## src/rtl/vuart_axilite_bridge_pkg.sv

```systemverilog
// Shared register map, status bit positions and FSM state encoding for the
// virtual UART AXI-lite bridge.
package vuart_axilite_bridge_pkg;

    localparam logic [31:0] VUART_RX_OFF     = 32'h0;
    localparam logic [31:0] VUART_TX_OFF     = 32'h4;
    localparam logic [31:0] VUART_STATUS_OFF = 32'h8;

    localparam int RX_VALID = 0;
    localparam int RX_FULL  = 1;
    localparam int TX_EMPTY = 2;
    localparam int TX_FULL  = 3;
    localparam int INT_EN   = 4;

    typedef enum logic [2:0] {
        IDLE,
        ST_AR,
        ST_R,
        TX_AW,
        TX_B,
        RX_AR,
        RX_R
    } vuart_bridge_state_t;

endpackage

```

## src/rtl/vuart_axilite_bridge_fifo.sv

```systemverilog
// First-word fall-through byte FIFO; one extra pointer bit separates full from empty.
module sync_byte_fifo #(
    parameter int DEPTH = 8
) (
    input  logic       clock_i,
    input  logic       reset_ni,
    input  logic [7:0] push_data,
    input  logic       push_valid,
    output logic       full,
    output logic [7:0] pop_data,
    input  logic       pop_ready,
    output logic       empty
);
    localparam int AW = $clog2(DEPTH);

    logic [7:0]  mem [DEPTH];
    logic [AW:0] wr_ptr;
    logic [AW:0] rd_ptr;
    logic        do_push;
    logic        do_pop;

    assign full     = (wr_ptr[AW] != rd_ptr[AW]) && (wr_ptr[AW-1:0] == rd_ptr[AW-1:0]);
    assign empty    = (wr_ptr == rd_ptr);
    assign do_push  = push_valid && !full;
    assign do_pop   = pop_ready && !empty;
    assign pop_data = mem[rd_ptr[AW-1:0]];

    // NOTE: sequential state uses non-blocking assignments so every flop samples pre-edge values.
    always_ff @(posedge clock_i or negedge reset_ni) begin
        if (!reset_ni) begin
            wr_ptr <= '0;
            rd_ptr <= '0;
        end else begin
            if (do_push) wr_ptr <= wr_ptr + 1'b1;
            if (do_pop)  rd_ptr <= rd_ptr + 1'b1;
        end
    end

    // NOTE: storage is not reset; the pointers alone define which entries are valid.
    always_ff @(posedge clock_i) begin
        if (do_push) mem[wr_ptr[AW-1:0]] <= push_data;
    end

endmodule

```

## src/rtl/vuart_axilite_bridge.sv

```systemverilog
// AXI-lite master moving bytes between a valid/ready byte stream and a virtual
// UART register file, one transaction at a time, gated by the STATUS register.
module vuart_axilite_bridge
    import vuart_axilite_bridge_pkg::*;
#(
    parameter int                          LOCAL_DATA_WIDTH = 32,
    parameter int                          LOCAL_ADDR_WIDTH = 32,
    parameter logic [LOCAL_ADDR_WIDTH-1:0] BASE_ADDR        = '0,
    parameter int                          TX_FIFO_DEPTH    = 8,
    parameter int                          RX_FIFO_DEPTH    = 8,
    parameter int                          POLL_INTERVAL    = 64
) (
    input  logic                          clock_i,
    input  logic                          reset_ni,
    input  logic [7:0]                    tx_data_i,
    input  logic                          tx_valid_i,
    output logic                          tx_ready_o,
    output logic [7:0]                    rx_data_o,
    output logic                          rx_valid_o,
    input  logic                          rx_ready_i,
    output logic                          err_o,
    output logic [LOCAL_ADDR_WIDTH-1:0]   m_axilite_awaddr,
    output logic                          m_axilite_awvalid,
    input  logic                          m_axilite_awready,
    output logic [LOCAL_DATA_WIDTH-1:0]   m_axilite_wdata,
    output logic [LOCAL_DATA_WIDTH/8-1:0] m_axilite_wstrb,
    output logic                          m_axilite_wvalid,
    input  logic                          m_axilite_wready,
    input  logic [1:0]                    m_axilite_bresp,
    input  logic                          m_axilite_bvalid,
    output logic                          m_axilite_bready,
    output logic [LOCAL_ADDR_WIDTH-1:0]   m_axilite_araddr,
    output logic                          m_axilite_arvalid,
    input  logic                          m_axilite_arready,
    input  logic [LOCAL_DATA_WIDTH-1:0]   m_axilite_rdata,
    input  logic [1:0]                    m_axilite_rresp,
    input  logic                          m_axilite_rvalid,
    output logic                          m_axilite_rready
);
    localparam int STRB_W = LOCAL_DATA_WIDTH / 8;
    localparam int PW     = $clog2(POLL_INTERVAL + 1);
    localparam logic [PW-1:0] POLL_MAX = PW'(POLL_INTERVAL);

    vuart_bridge_state_t state_q;
    logic [PW-1:0]       poll_cnt_q;
    logic                ready_en_q;
    logic [7:0]          tx_head;
    logic                tx_full, tx_empty, tx_pop;
    logic                rx_full, rx_empty, rx_push;
    logic                unused_rdata;

    assign tx_pop       = (state_q == TX_B) && m_axilite_bvalid;
    assign rx_push      = (state_q == RX_R) && m_axilite_rvalid && (m_axilite_rresp == 2'b00);
    assign tx_ready_o   = ready_en_q && !tx_full;
    assign rx_valid_o   = !rx_empty;
    assign unused_rdata = ^m_axilite_rdata[LOCAL_DATA_WIDTH-1:8];

    sync_byte_fifo #(.DEPTH(TX_FIFO_DEPTH)) u_tx_fifo (
        .clock_i    (clock_i),
        .reset_ni   (reset_ni),
        .push_data  (tx_data_i),
        .push_valid (tx_valid_i && tx_ready_o),
        .full       (tx_full),
        .pop_data   (tx_head),
        .pop_ready  (tx_pop),
        .empty      (tx_empty)
    );

    sync_byte_fifo #(.DEPTH(RX_FIFO_DEPTH)) u_rx_fifo (
        .clock_i    (clock_i),
        .reset_ni   (reset_ni),
        .push_data  (m_axilite_rdata[7:0]),
        .push_valid (rx_push),
        .full       (rx_full),
        .pop_data   (rx_data_o),
        .pop_ready  (rx_ready_i),
        .empty      (rx_empty)
    );

    always_ff @(posedge clock_i or negedge reset_ni) begin
        if (!reset_ni) begin
            state_q           <= IDLE;
            poll_cnt_q        <= '0;
            ready_en_q        <= 1'b0;
            err_o             <= 1'b0;
            m_axilite_awaddr  <= '0;
            m_axilite_awvalid <= 1'b0;
            m_axilite_wdata   <= '0;
            m_axilite_wstrb   <= '0;
            m_axilite_wvalid  <= 1'b0;
            m_axilite_bready  <= 1'b0;
            m_axilite_araddr  <= '0;
            m_axilite_arvalid <= 1'b0;
            m_axilite_rready  <= 1'b0;
        end else begin
            ready_en_q <= 1'b1;
            err_o      <= 1'b0;
            case (state_q)
                IDLE: begin
                    if (poll_cnt_q != POLL_MAX) poll_cnt_q <= poll_cnt_q + 1'b1;
                    if (!tx_empty || poll_cnt_q == POLL_MAX) begin
                        state_q           <= ST_AR;
                        m_axilite_araddr  <= BASE_ADDR + LOCAL_ADDR_WIDTH'(VUART_STATUS_OFF);
                        m_axilite_arvalid <= 1'b1;
                    end
                end
                ST_AR: if (m_axilite_arready) begin
                    m_axilite_arvalid <= 1'b0;
                    m_axilite_rready  <= 1'b1;
                    state_q           <= ST_R;
                end
                ST_R: if (m_axilite_rvalid) begin
                    m_axilite_rready <= 1'b0;
                    poll_cnt_q       <= '0;
                    if (m_axilite_rresp != 2'b00) begin
                        err_o   <= 1'b1;
                        state_q <= IDLE;
                    end else if (!tx_empty && !m_axilite_rdata[TX_FULL]) begin
                        state_q           <= TX_AW;
                        m_axilite_awaddr  <= BASE_ADDR + LOCAL_ADDR_WIDTH'(VUART_TX_OFF);
                        m_axilite_wdata   <= LOCAL_DATA_WIDTH'(tx_head);
                        m_axilite_wstrb   <= STRB_W'(1);
                        m_axilite_awvalid <= 1'b1;
                        m_axilite_wvalid  <= 1'b1;
                    end else if (m_axilite_rdata[RX_VALID] && !rx_full) begin
                        state_q           <= RX_AR;
                        m_axilite_araddr  <= BASE_ADDR + LOCAL_ADDR_WIDTH'(VUART_RX_OFF);
                        m_axilite_arvalid <= 1'b1;
                    end else begin
                        state_q <= IDLE;
                    end
                end
                TX_AW: begin
                    // AW and W complete independently; move on once neither is pending.
                    if (m_axilite_awready) m_axilite_awvalid <= 1'b0;
                    if (m_axilite_wready)  m_axilite_wvalid  <= 1'b0;
                    if ((!m_axilite_awvalid || m_axilite_awready) &&
                        (!m_axilite_wvalid  || m_axilite_wready)) begin
                        m_axilite_bready <= 1'b1;
                        state_q          <= TX_B;
                    end
                end
                TX_B: if (m_axilite_bvalid) begin
                    m_axilite_bready <= 1'b0;
                    err_o            <= (m_axilite_bresp != 2'b00);
                    state_q          <= IDLE;
                end
                RX_AR: if (m_axilite_arready) begin
                    m_axilite_arvalid <= 1'b0;
                    m_axilite_rready  <= 1'b1;
                    state_q           <= RX_R;
                end
                RX_R: if (m_axilite_rvalid) begin
                    m_axilite_rready <= 1'b0;
                    err_o            <= (m_axilite_rresp != 2'b00);
                    state_q          <= IDLE;
                end
                default: state_q <= IDLE;
            endcase
        end
    end

endmodule

```

## config.mk

```make
export PLATFORM = sky130hd
export DESIGN_NAME = vuart_axilite_bridge
export DESIGN_NICKNAME = d
export VERILOG_FILES = /design/src/rtl/vuart_axilite_bridge_pkg.sv /design/src/rtl/vuart_axilite_bridge_fifo.sv /design/src/rtl/vuart_axilite_bridge.sv
export SDC_FILE = /design/constraint.sdc
export NUM_CORES = 1
export LEC_CHECK = 0
export CAP_MARGIN = 30
export CORE_UTILIZATION = 33
export DETAILED_ROUTE_END_ITERATION = 10
export HOLD_SLACK_MARGIN = 0.03
export PLACE_DENSITY = 0.6
export REMOVE_ABC_BUFFERS = 1
export SKIP_CTS_REPAIR_TIMING = 1
export SLEW_MARGIN = 20
export SYNTH_ARGS = -nofsm -noshare
export SYNTH_HDL_FRONTEND = slang
export SYNTH_HIERARCHICAL = 1
export SYNTH_SLANG_ARGS = --single-unit
```

## constraint.sdc

```tcl
create_clock -name clock_i -period 7.7 [get_ports clock_i]
set_input_delay 1.155 -clock clock_i [delete_from_list [all_inputs] [get_ports clock_i]]
set_output_delay 1.155 -clock clock_i [all_outputs]
set_load 0.03 [all_outputs]
```

==> results of run 1 <==
sequential cells by signal, summed over array words and instances, names as in the netlist:
name               cells
u_rx_fifo/rd_ptr       4
m_axilite_arvalid      1
m_axilite_rready       1
u_rx_fifo/wr_ptr       4
m_axilite_wvalid       1
u_tx_fifo/rd_ptr       4
m_axilite_bready       1
m_axilite_araddr       1
m_axilite_awvalid      1
poll_cnt_q             7
ready_en_q             1
m_axilite_wdata        8
u_tx_fifo/wr_ptr       4
u_rx_fifo/mem         64
state_q                3
err_o                  1
u_tx_fifo/mem         64
m_axilite_awaddr       1
cell usage in the layout, fill, tap and decap left out, types with 3 or more instances in the layout:
| cell type | Yosys | routed |
|---|---|---|
| o41ai_2 | 4 | 4 |
| nor2b_1 | 9 | 9 |
| nor2_1 | 21 | 21 |
| inv_8 | 0 | 4 |
| clkdlybuf4s50_1 | 0 | 54 |
| xor2_1 | 4 | 4 |
| nand2b_1 | 3 | 3 |
| buf_4 | 92 | 9 |
| mux2_4 | 25 | 25 |
| a22oi_1 | 3 | 3 |
| o311ai_1 | 4 | 4 |
| dfrtp_1 | 43 | 43 |
| o21ai_1 | 3 | 3 |
| ha_1 | 6 | 6 |
| nand2_1 | 20 | 20 |
| o41ai_4 | 4 | 4 |
| nand4_1 | 6 | 6 |
| or2b_1 | 5 | 5 |
| inv_1 | 11 | 11 |
| nor4_2 | 4 | 4 |
| edfxtp_1 | 128 | 128 |
| clkinv_4 | 0 | 3 |
| nor3_1 | 8 | 3 |
| a21oi_1 | 4 | 4 |
| clkbuf_16 | 0 | 17 |
| nor3_2 | 0 | 5 |
| mux2_2 | 3 | 3 |
| mux4_2 | 14 | 14 |
| conb_1 | 2 | 90 |
| o21ai_0 | 12 | 12 |
| xor2_4 | 4 | 4 |
| mux4_1 | 18 | 18 |
| and2_1 | 6 | 6 |
| xnor2_1 | 10 | 10 |
synth_stat cells (3+ instances only):
library cell and n:
buf_6 8, buf_2 7, mux4_1 18, nor2_1 21, dfrtp_1 43, and2_1 6, o21ai_1 3, edfxtp_1 128
o311ai_1 4, or2b_1 5, a22oi_1 3, ha_1 6, inv_1 11, mux2_4 25, nor4_2 4, o41ai_4 4
xnor2_1 10, xor2_4 4, nand2_1 20, mux2_2 3, buf_4 92, a21oi_1 4, mux4_2 14, nor3_1 8
nor2b_1 9, xor2_1 4, o21ai_0 12, nand4_1 6, o41ai_2 4, nand2b_1 3
power groups by stage:
stage	Clock [mW]	Combinational [mW]	Sequential, mW
6_report	0.841	1.24	1.29
4_1_cts	0.863	1.20	1.31
2_1_floorplan	0	0.789	1.37
3_3_place_gp	0	1.17	1.32
3_5_place_dp	0	1.19	1.33
5_1_grt	0.897	1.33	1.31
cell families after synthesis:
group,after synthesis
flops,171
other cells,2
buf+inv,121
simple gates,103
mux,60
xor+xnor,20
fa+ha+maj,6
compound gates,50
area by class of cell:
type / instances / area share, %
clock inverters: 14 / 1.608
repair buffers: 66 / 6.794
clock buffers: 18 / 4.447
flip-flops and latches: 171 / 50.98
multi-input cells: 329 / 31.47
inverters: 11 / 0.4278
well taps: 330 / 4.278
metal layers:
layer  up-vias  track usage (%)
met5         -                0
met2       133            20.63
li1       1976                -
met1      2165            15.10
met4         0            4.160
met3        14            2.674
through the flow:
step	setup WS [ps]	utilization [%]	hold WS [ps]	area, sq um	power, mW
2_1_floorplan	4070	-	483.5	7973	2.163
3_3_place_gp	3572	35.64	482.9	9001	2.490
3_5_place_dp	3509	35.64	488.5	9001	2.528
4_1_cts	3255	37.96	508.6	9585	3.376
5_1_grt	3447	38.21	532.4	9651	3.532
6_report	3641	38.21	503.1	9651	3.364
critical path, stage by stage (launching register included):
cell	delay, ps
dfrtp_1	890
xor2_4	270
nor4_2	550
nor2b_1	150
clkdlybuf4s50_1	630
path summary, 6_finish.rpt:
check,start,endpoint,cells after the start
max reg2reg,u_tx_fifo/rd_ptr[2],u_tx_fifo/mem[3][1],7
min,m_axilite_bready,m_axilite_bready,2
min in group asynchronous,reset_ni,m_axilite_wdata[0],2
min reg2reg,m_axilite_bready,m_axilite_bready,2
max in group asynchronous,reset_ni,u_tx_fifo/rd_ptr[2],2
max,u_tx_fifo/rd_ptr[2],tx_ready_o,4
==> results.yml, run 1 <==
setup_path:
  arrival_ps: 2900
  end_kind: "primary output"
  r2r_slack_ps: 4310
  worstPathMaxFanout: 12
  critical_path_required_ps: 6550
  worstSetupPathType: "flop to primary output"
  crit_path_start_kind: "flop"
clocking:
  root_buffer: "clkbuf_16"
  cts_tree: "done"
  clk_pin_slew_ps: 70
  cts.sinks: 171
  insertion_delay_ps: 430
  cts_htree_levels: 4
  cts_buffers: 17
  cts_buffer_depth: 2
synth:
  synthArstFlopShare_pct: 25.15
  yosys-top-cells-area: "edfxtp_1 (45%), dfrtp_1 (13%), buf_4 (8.1%), mux4_1 (5.6%), mux2_4 (4.4%)"
  synth_top_area_share_pct: 45.21
  ys_seq_area_share_pct: 57.87
  avgSynthCellArea_sq_um: 15.95
  synth_compound_area_share_pct: 5.887
  synth_top_family_by_area: "multiplexers"
  synth.largest_area_cell: "edfxtp_1"
  synth_edf_count: 128
  synth_cells: 533
  ys_ff_latch: 171
  synth_fa_ha_area_share_pct: 0.8830
  synth_cell_type_count: 63
  yosysWarnings: 6
  synth_ff_type: "edfxtp_1"
  synth_mux_area_share_pct: 14.08
  synthSimpleGateAreaFrac_pct: 7.476
  synth_xor_area_share_pct: 3.120
  synth_area_sq_mm: 0.008502
finish:
  fin_nets: 655
  drive_gt1_share_pct: 19.70
  nFillCells: 2332
  area_growth_pct: 13.51
  regArea_sq_mm: 0.004920
  fin_cells: 939
  antenna_cells: 0
  multi_input_area_sq_mm: 0.003037
floorplanning:
  start_util_pct: 33.67
  coreArea_sq_mm: 0.02525
  io_pins: 169
  die_y_um: 162.5
  die_w_um: 162.5
  fp.dieArea_sq_mm: 0.02641
  fp-row-count: 58
pwr:
  internal-power_mw: 2.147
  p_leak_nw: 3.554
  clock_power_share_pct: 25.0
  p_per_area_mw_per_mm2: 348.6
  power_frac_comb_pct: 36.8
  vdd_drop_max_mv: 0.2306
  switching_share_pct: 36.17
  seqPwrFrac_pct: 38.2
  p_sw_mw: 1.217
global_route:
  grt_max_degree: 44
  grt_pass1_wl_mm: 23.78
  antenna_found_initial: 0
  grt_usage_pct: 12.10
  globalRouteOverflowTotal: 0
  grt_pass1_vias: 4246
placed_design:
  port_buffers: 55
  dp_hpwl_mm: 9.950
  dp_cells: 902
  place_congestion: 0.7997
timing:
  tns_ps: 0
  max_freq_mhz: 246.4
  slew_headroom_pct: 35.82
  setup-violations-final: 0
  skew_ps: 13.57
  min_period_ps: 4059
  min_period_over_period_pct: 52.71
  hold_viol: 0
  worstMarginPinSlew_ps: 959.2
  rsz0062_at_grt: "false"
  drv_slew: 0
routing:
  dr_total_vias: 4288
  antenna_violating_nets_post_route: 0
  wl_met2_mm: 7.799
  via_per_inst: 4.567
  drt-total-wl_mm: 15.21
  dr.pass1.iters: 4
  wire_per_inst_um: 16.20
  highest_layer: "met4"
  routed-wl-met3_um: 645
  drt_iter0_drc: 266
  met1_length_mm: 6.608
  route.detailed.drc: 0
hold_path:
  hp-class: "flop to flop"
run:
  cap_violations: 0
run_status:
  status: "finished clean"
No activity file was read; power rests on OpenSTA's default activity.
==> run 2: changes to the inputs <==
==> constraint.sdc (replaced) <==
create_clock -name clock_i -period 3.8 [get_ports clock_i]
set_input_delay 0.57 -clock clock_i [delete_from_list [all_inputs] [get_ports clock_i]]
set_output_delay 0.57 -clock clock_i [all_outputs]
set_load 0.03 [all_outputs]
==> results.yml, run 2 (synthesized netlist as in run 1, its figures left out) <==
global_route:
  grt_pass1_wl_mm: 24.56
  antenna_found_initial: 0
  grt_max_degree: 25
  grt_pass1_vias: 4487
  globalRouteOverflowTotal: 0
  grt_usage_pct: 12.49
pwr:
  total_power_mw: 6.787
  p_leak_nw: 3.625
  p_per_area_mw_per_mm2: 698.3
  power_frac_comb_pct: 37.8
  internal-power_mw: 4.303
  p_sw_mw: 2.484
  switching_share_pct: 36.60
  seqPwrFrac_pct: 37.3
  vdd_drop_max_mv: 0.3916
  clock_power_share_pct: 24.9
routing:
  route.detailed.drc: 0
  wire_per_inst_um: 16.37
  highest_layer: "met4"
  routed-wl-met3_um: 736
  drt_iter0_drc: 312
  wl_met2_mm: 8.302
  dr_total_vias: 4412
  antenna_violating_nets_post_route: 0
  met1_length_mm: 6.391
  drt-total-wl_mm: 15.60
  via_per_inst: 4.630
  dr.pass1.iters: 5
timing:
  slew_headroom_pct: 53.24
  min_period_over_period_pct: 88.39
  worstMarginPinSlew_ps: 701.4
  rsz0062_at_grt: "false"
  skew_ps: 10.23
  final.setup.worst_slack_ps: 441.2
  max_freq_mhz: 297.7
  tns_ps: 0
  setup-violations-final: 0
  drv_slew: 0
  min_period_ps: 3359
  hold_viol: 0
floorplanning:
  io_pins: 169
  die_w_um: 162.5
  fp-row-count: 58
  coreArea_sq_mm: 0.02525
  fp.dieArea_sq_mm: 0.02641
  start_util_pct: 33.67
  die_y_um: 162.5
finish:
  layout_commonest_cell: "edfxtp_1"
  antenna_cells: 0
  area_growth_pct: 14.32
  multi_input_area_sq_mm: 0.003012
  regArea_sq_mm: 0.004920
  fin_area_sq_mm: 0.009719
  fin_cells: 953
  drive_gt1_share_pct: 20.87
  nFillCells: 2291
  fin_nets: 669
  most-common-layout-cells: "edfxtp_1 (128), conb_1 (90), clkdlybuf4s50_1 (54), dfrtp_1 (43), mux2_4 (25)"
run:
  cap_violations: 0
clocking:
  cts_buffer_depth: 2
  cts_buffers: 17
  cts_tree: "done"
  clk_pin_slew_ps: 70
  insertion_delay_ps: 430
  cts_htree_levels: 4
  root_buffer: "clkbuf_16"
  cts.sinks: 171
placed_design:
  post_dp_cell_area_sq_mm: 0.009139
  dp_hpwl_mm: 10.53
  place_congestion: 0.7751
  dp_cells: 921
  port_buffers: 55
  place_ws_ps: 671.2
setup_path:
  ff2ff_path_depth: 8
  worstSetupEndpoint: "rx_data_o[0]"
  end_kind: "primary output"
  critical_path_required_ps: 3230
  r2r_slack_ps: 950
  worstPathMaxFanout: 16
  crit_path_start: "u_rx_fifo/rd_ptr[0]"
  rr_endpoint: "u_tx_fifo/mem[0][5]"
  worstReg2RegStart: "u_tx_fifo/wr_ptr[0]"
  worstSetupPathType: "flop to primary output"
  crit_path_start_kind: "flop"
  arrival_ps: 2790
hold_path:
  hp-class: "primary input to asynchronous set/reset pin"
run_status:
  status: "finished clean"
run 2: changes by cell type in the layout (fill, tap and decap cells not counted), sizes merged:
cell      previous run  this run
buf                 12        26
clkinvlp             2         1
clkinv               5         4
inv                 17        20
bufinv               1         0
run 2: per-stage QoR:
stage          hold slack (ps)  utilization, %
2_1_floorplan            274.4               -
3_3_place_gp             481.6           36.08
6_report                 166.7           38.49
3_5_place_dp             497.7           36.19
5_1_grt                  191.1           38.49
4_1_cts                  173.9           38.49
run 2: power by group through the flow:
stage / combinational [mW] / clock, mW / sequential (mW)
after floorplan: 1.60 / 0 / 2.78
after global placement: 2.52 / 0 / 2.55
after detailed placement: 2.59 / 0 / 2.57
after CTS: 2.60 / 1.73 / 2.53
after global routing: 2.77 / 1.81 / 2.57
final: 2.57 / 1.69 / 2.53
run 2: per-layer routing:
layer	GRT usage [%]	vias up
met5	0	-
met4	3.945	0
met3	3.336	17
met2	22.40	140
met1	14.39	2247
li1	-	2008
run 2: layout make-up:
| class | count | area share, % |
|---|---|---|
| Tap cell | 330 | 4.248 |
| Inverter | 11 | 0.4248 |
| Multi-Input combinational cell | 329 | 30.99 |
| Clock inverter | 14 | 1.455 |
| Timing Repair Buffer | 80 | 7.750 |
| Sequential cell | 171 | 50.62 |
| Clock buffer | 18 | 4.519 |
run 2: worst min path at each step:
stage | from | to | slack (ps) | depth (start not counted)
2_1_floorplan | reset_ni | err_o | 270 | 0
3_3_place_gp | m_axilite_bready | m_axilite_bready | 480 | 2
3_5_place_dp | m_axilite_bready | m_axilite_bready | 500 | 2
4_1_cts | reset_ni | u_tx_fifo/wr_ptr[2] | 170 | 1
5_1_grt | reset_ni | u_tx_fifo/wr_ptr[2] | 190 | 1
6_report | reset_ni | u_tx_fifo/wr_ptr[2] | 170 | 1
run 2: worst max-delay path: stages, from the launching register on:
cell             delay [ps]
dfrtp_1                 510
buf_4                   370
mux4_1                  590
mux2_4                  290
clkdlybuf4s50_1         590
==> run 3: changes to the inputs <==
--- a/config.mk
+++ b/config.mk
@@ -9,7 +9,7 @@
 export CORE_UTILIZATION = 33
 export DETAILED_ROUTE_END_ITERATION = 10
 export HOLD_SLACK_MARGIN = 0.03
-export PLACE_DENSITY = 0.6
+export PLACE_DENSITY = 0.62
 export REMOVE_ABC_BUFFERS = 1
 export SKIP_CTS_REPAIR_TIMING = 1
 export SLEW_MARGIN = 20
==> constraint.sdc (replaced) <==
create_clock -name clock_i -period 2.7 [get_ports clock_i]
set_input_delay 0.405 -clock clock_i [delete_from_list [all_inputs] [get_ports clock_i]]
set_output_delay 0.405 -clock clock_i [all_outputs]
set_load 0.03 [all_outputs]
==> results.yml, run 3 (synthesized netlist as in run 1, its figures left out) <==
run_status:
  status: "finished clean"
clocking:
  cts_buffers: 17
  root_buffer: "clkbuf_16"
  cts.sinks: 171
  cts_buffer_depth: 2
  clk_pin_slew_ps: 70
  insertion_delay_ps: 430
  cts_tree: "done"
  cts_htree_levels: 4
setup_path:
  critical_path_required_ps: 2300
  r2r_slack_ps: 160
  worstPathMaxFanout: 16
  critPathMaxStageDelay_ps: 580
  arrival_ps: 2130
  ff2ff_path_depth: 9
  end_kind: "primary output"
  worstReg2RegStart: "u_tx_fifo/rd_ptr[1]"
  crit_path_start_kind: "flop"
  crit_slowest_cell: "mux4_1"
  rr_endpoint: "m_axilite_wdata[2]"
  worstPathCellList: "buf_12 > mux4_1 > mux2_4 > dlymetal6s2s_1"
  worstSetupPathType: "flop to primary output"
pwr:
  clock_power_share_pct: 25.0
  vdd_drop_max_mv: 0.5869
  p_leak_nw: 3.809
  p_sw_mw: 3.549
  seqPwrFrac_pct: 35.3
  power_frac_comb_pct: 39.7
  p_per_area_mw_per_mm2: 993.4
  internal-power_mw: 6.299
  switching_share_pct: 36.04
placed_design:
  dp_cells: 939
  dp_hpwl_mm: 10.74
  place_congestion: 0.7714
  port_buffers: 55
  post_dp_cell_area_sq_mm: 0.009279
  place_ws_ps: 116.2
finish:
  final_core_util_pct: 39.25
  area_growth_pct: 16.60
  most-common-layout-cells: "edfxtp_1 (128), conb_1 (90), clkdlybuf4s50_1 (44), dfrtp_1 (42), buf_4 (41)"
  nFillCells: 2305
  fin_nets: 687
  fin_cells: 971
  regArea_sq_mm: 0.004921
  layout_commonest_cell: "edfxtp_1"
  drive_gt1_share_pct: 23.56
  multi_input_area_sq_mm: 0.003019
  antenna_cells: 0
  fin_area_sq_mm: 0.009913
floorplanning:
  die_y_um: 162.5
  fp-row-count: 58
  start_util_pct: 33.67
  fp.dieArea_sq_mm: 0.02641
  coreArea_sq_mm: 0.02525
  io_pins: 169
  die_w_um: 162.5
routing:
  drt-total-wl_mm: 15.88
  dr.pass1.iters: 4
  dr_total_vias: 4432
  antenna_violating_nets_post_route: 0
  wire_per_inst_um: 16.36
  route.detailed.drc: 0
  via_per_inst: 4.564
  drt_iter0_drc: 317
timing:
  max_freq_mhz: 394.0
  skew_ps: 8.930
  setup-violations-final: 0
  whs_ps: 44.83
  worstMarginPinSlew_ps: 613.1
  slew_headroom_pct: 58.68
  rsz0062_at_grt: "false"
  min_period_ps: 2538
  final.setup.worst_slack_ps: 162.1
  drv_slew: 0
  hold_viol: 0
  min_period_over_period_pct: 94.00
hold_path:
  hp-class: "primary input to asynchronous set/reset pin"
global_route:
  globalRouteOverflowTotal: 0
  grt_pass1_wl_mm: 24.64
  grt_usage_pct: 12.56
  antenna_found_initial: 0
  grt_max_degree: 44
  grt_pass1_vias: 4481
run:
  cap_violations: 0
-- run 3: cell types whose count changed in the layout (fill, tap and decap cells not counted), moves of 2 or more --
cell,change
clkdlybuf4s50_1,-10
dlymetal6s2s_1,+10
nor2_2,+3
buf_4,+17
nor2_1,-3
buf_12,+2
-- run 3: layout make-up --
| cell class | count | area share (%) |
|---|---|---|
| sequential | 171 | 49.64 |
| multi-input combinational | 329 | 30.46 |
| timing repair buffer | 98 | 9.264 |
| clock buffer | 18 | 4.329 |
| tap | 330 | 4.165 |
| clock inverter | 14 | 1.729 |
| inverter | 11 | 0.4165 |
-- run 3: worst max-delay path: cells and delay by family (launching register included) --
family / cells / cell delay [ps]
mux: 2 / 870
flops: 1 / 400
buf+inv: 2 / 430
-- run 3: power by group through the flow --
stage	Clock, mW	Sequential (mW)	Combinational [mW]
2_1_floorplan	0	3.92	2.25
3_3_place_gp	0	3.52	3.84
3_5_place_dp	0	3.54	3.94
4_1_cts	2.52	3.49	3.97
5_1_grt	2.64	3.53	4.18
6_report	2.46	3.48	3.91
-- run 3: worst max-delay path by stage --
stage          cells after the start                 from                   to
6_report                           4  u_rx_fifo/rd_ptr[0]         rx_data_o[0]
5_1_grt                            4  u_rx_fifo/rd_ptr[0]         rx_data_o[3]
4_1_cts                            4  u_rx_fifo/rd_ptr[0]         rx_data_o[0]
3_5_place_dp                       7  u_tx_fifo/wr_ptr[3]  u_tx_fifo/mem[1][3]
3_3_place_gp                       9   m_axilite_rresp[1]  u_rx_fifo/mem[0][7]
2_1_floorplan                      7  u_tx_fifo/rd_ptr[0]  u_tx_fifo/mem[0][0]
-- run 3: stage by stage --
stage,setup TNS [ps],power (mW)
3_5_place_dp,0,7.481
6_report,0,9.848
4_1_cts,-1767,9.966
3_3_place_gp,0,7.360
5_1_grt,0,10.34
2_1_floorplan,-48480,6.170
-- run 3: routing by layer --
layer  GRT usage, %  part of all wire [%]  up-vias
met5              0                     0        -
met4          4.545                   1.0        0
met3          2.979                   3.6       12
met2          21.81                    53      125
met1          15.09                    43     2262
li1               -                     -     2033
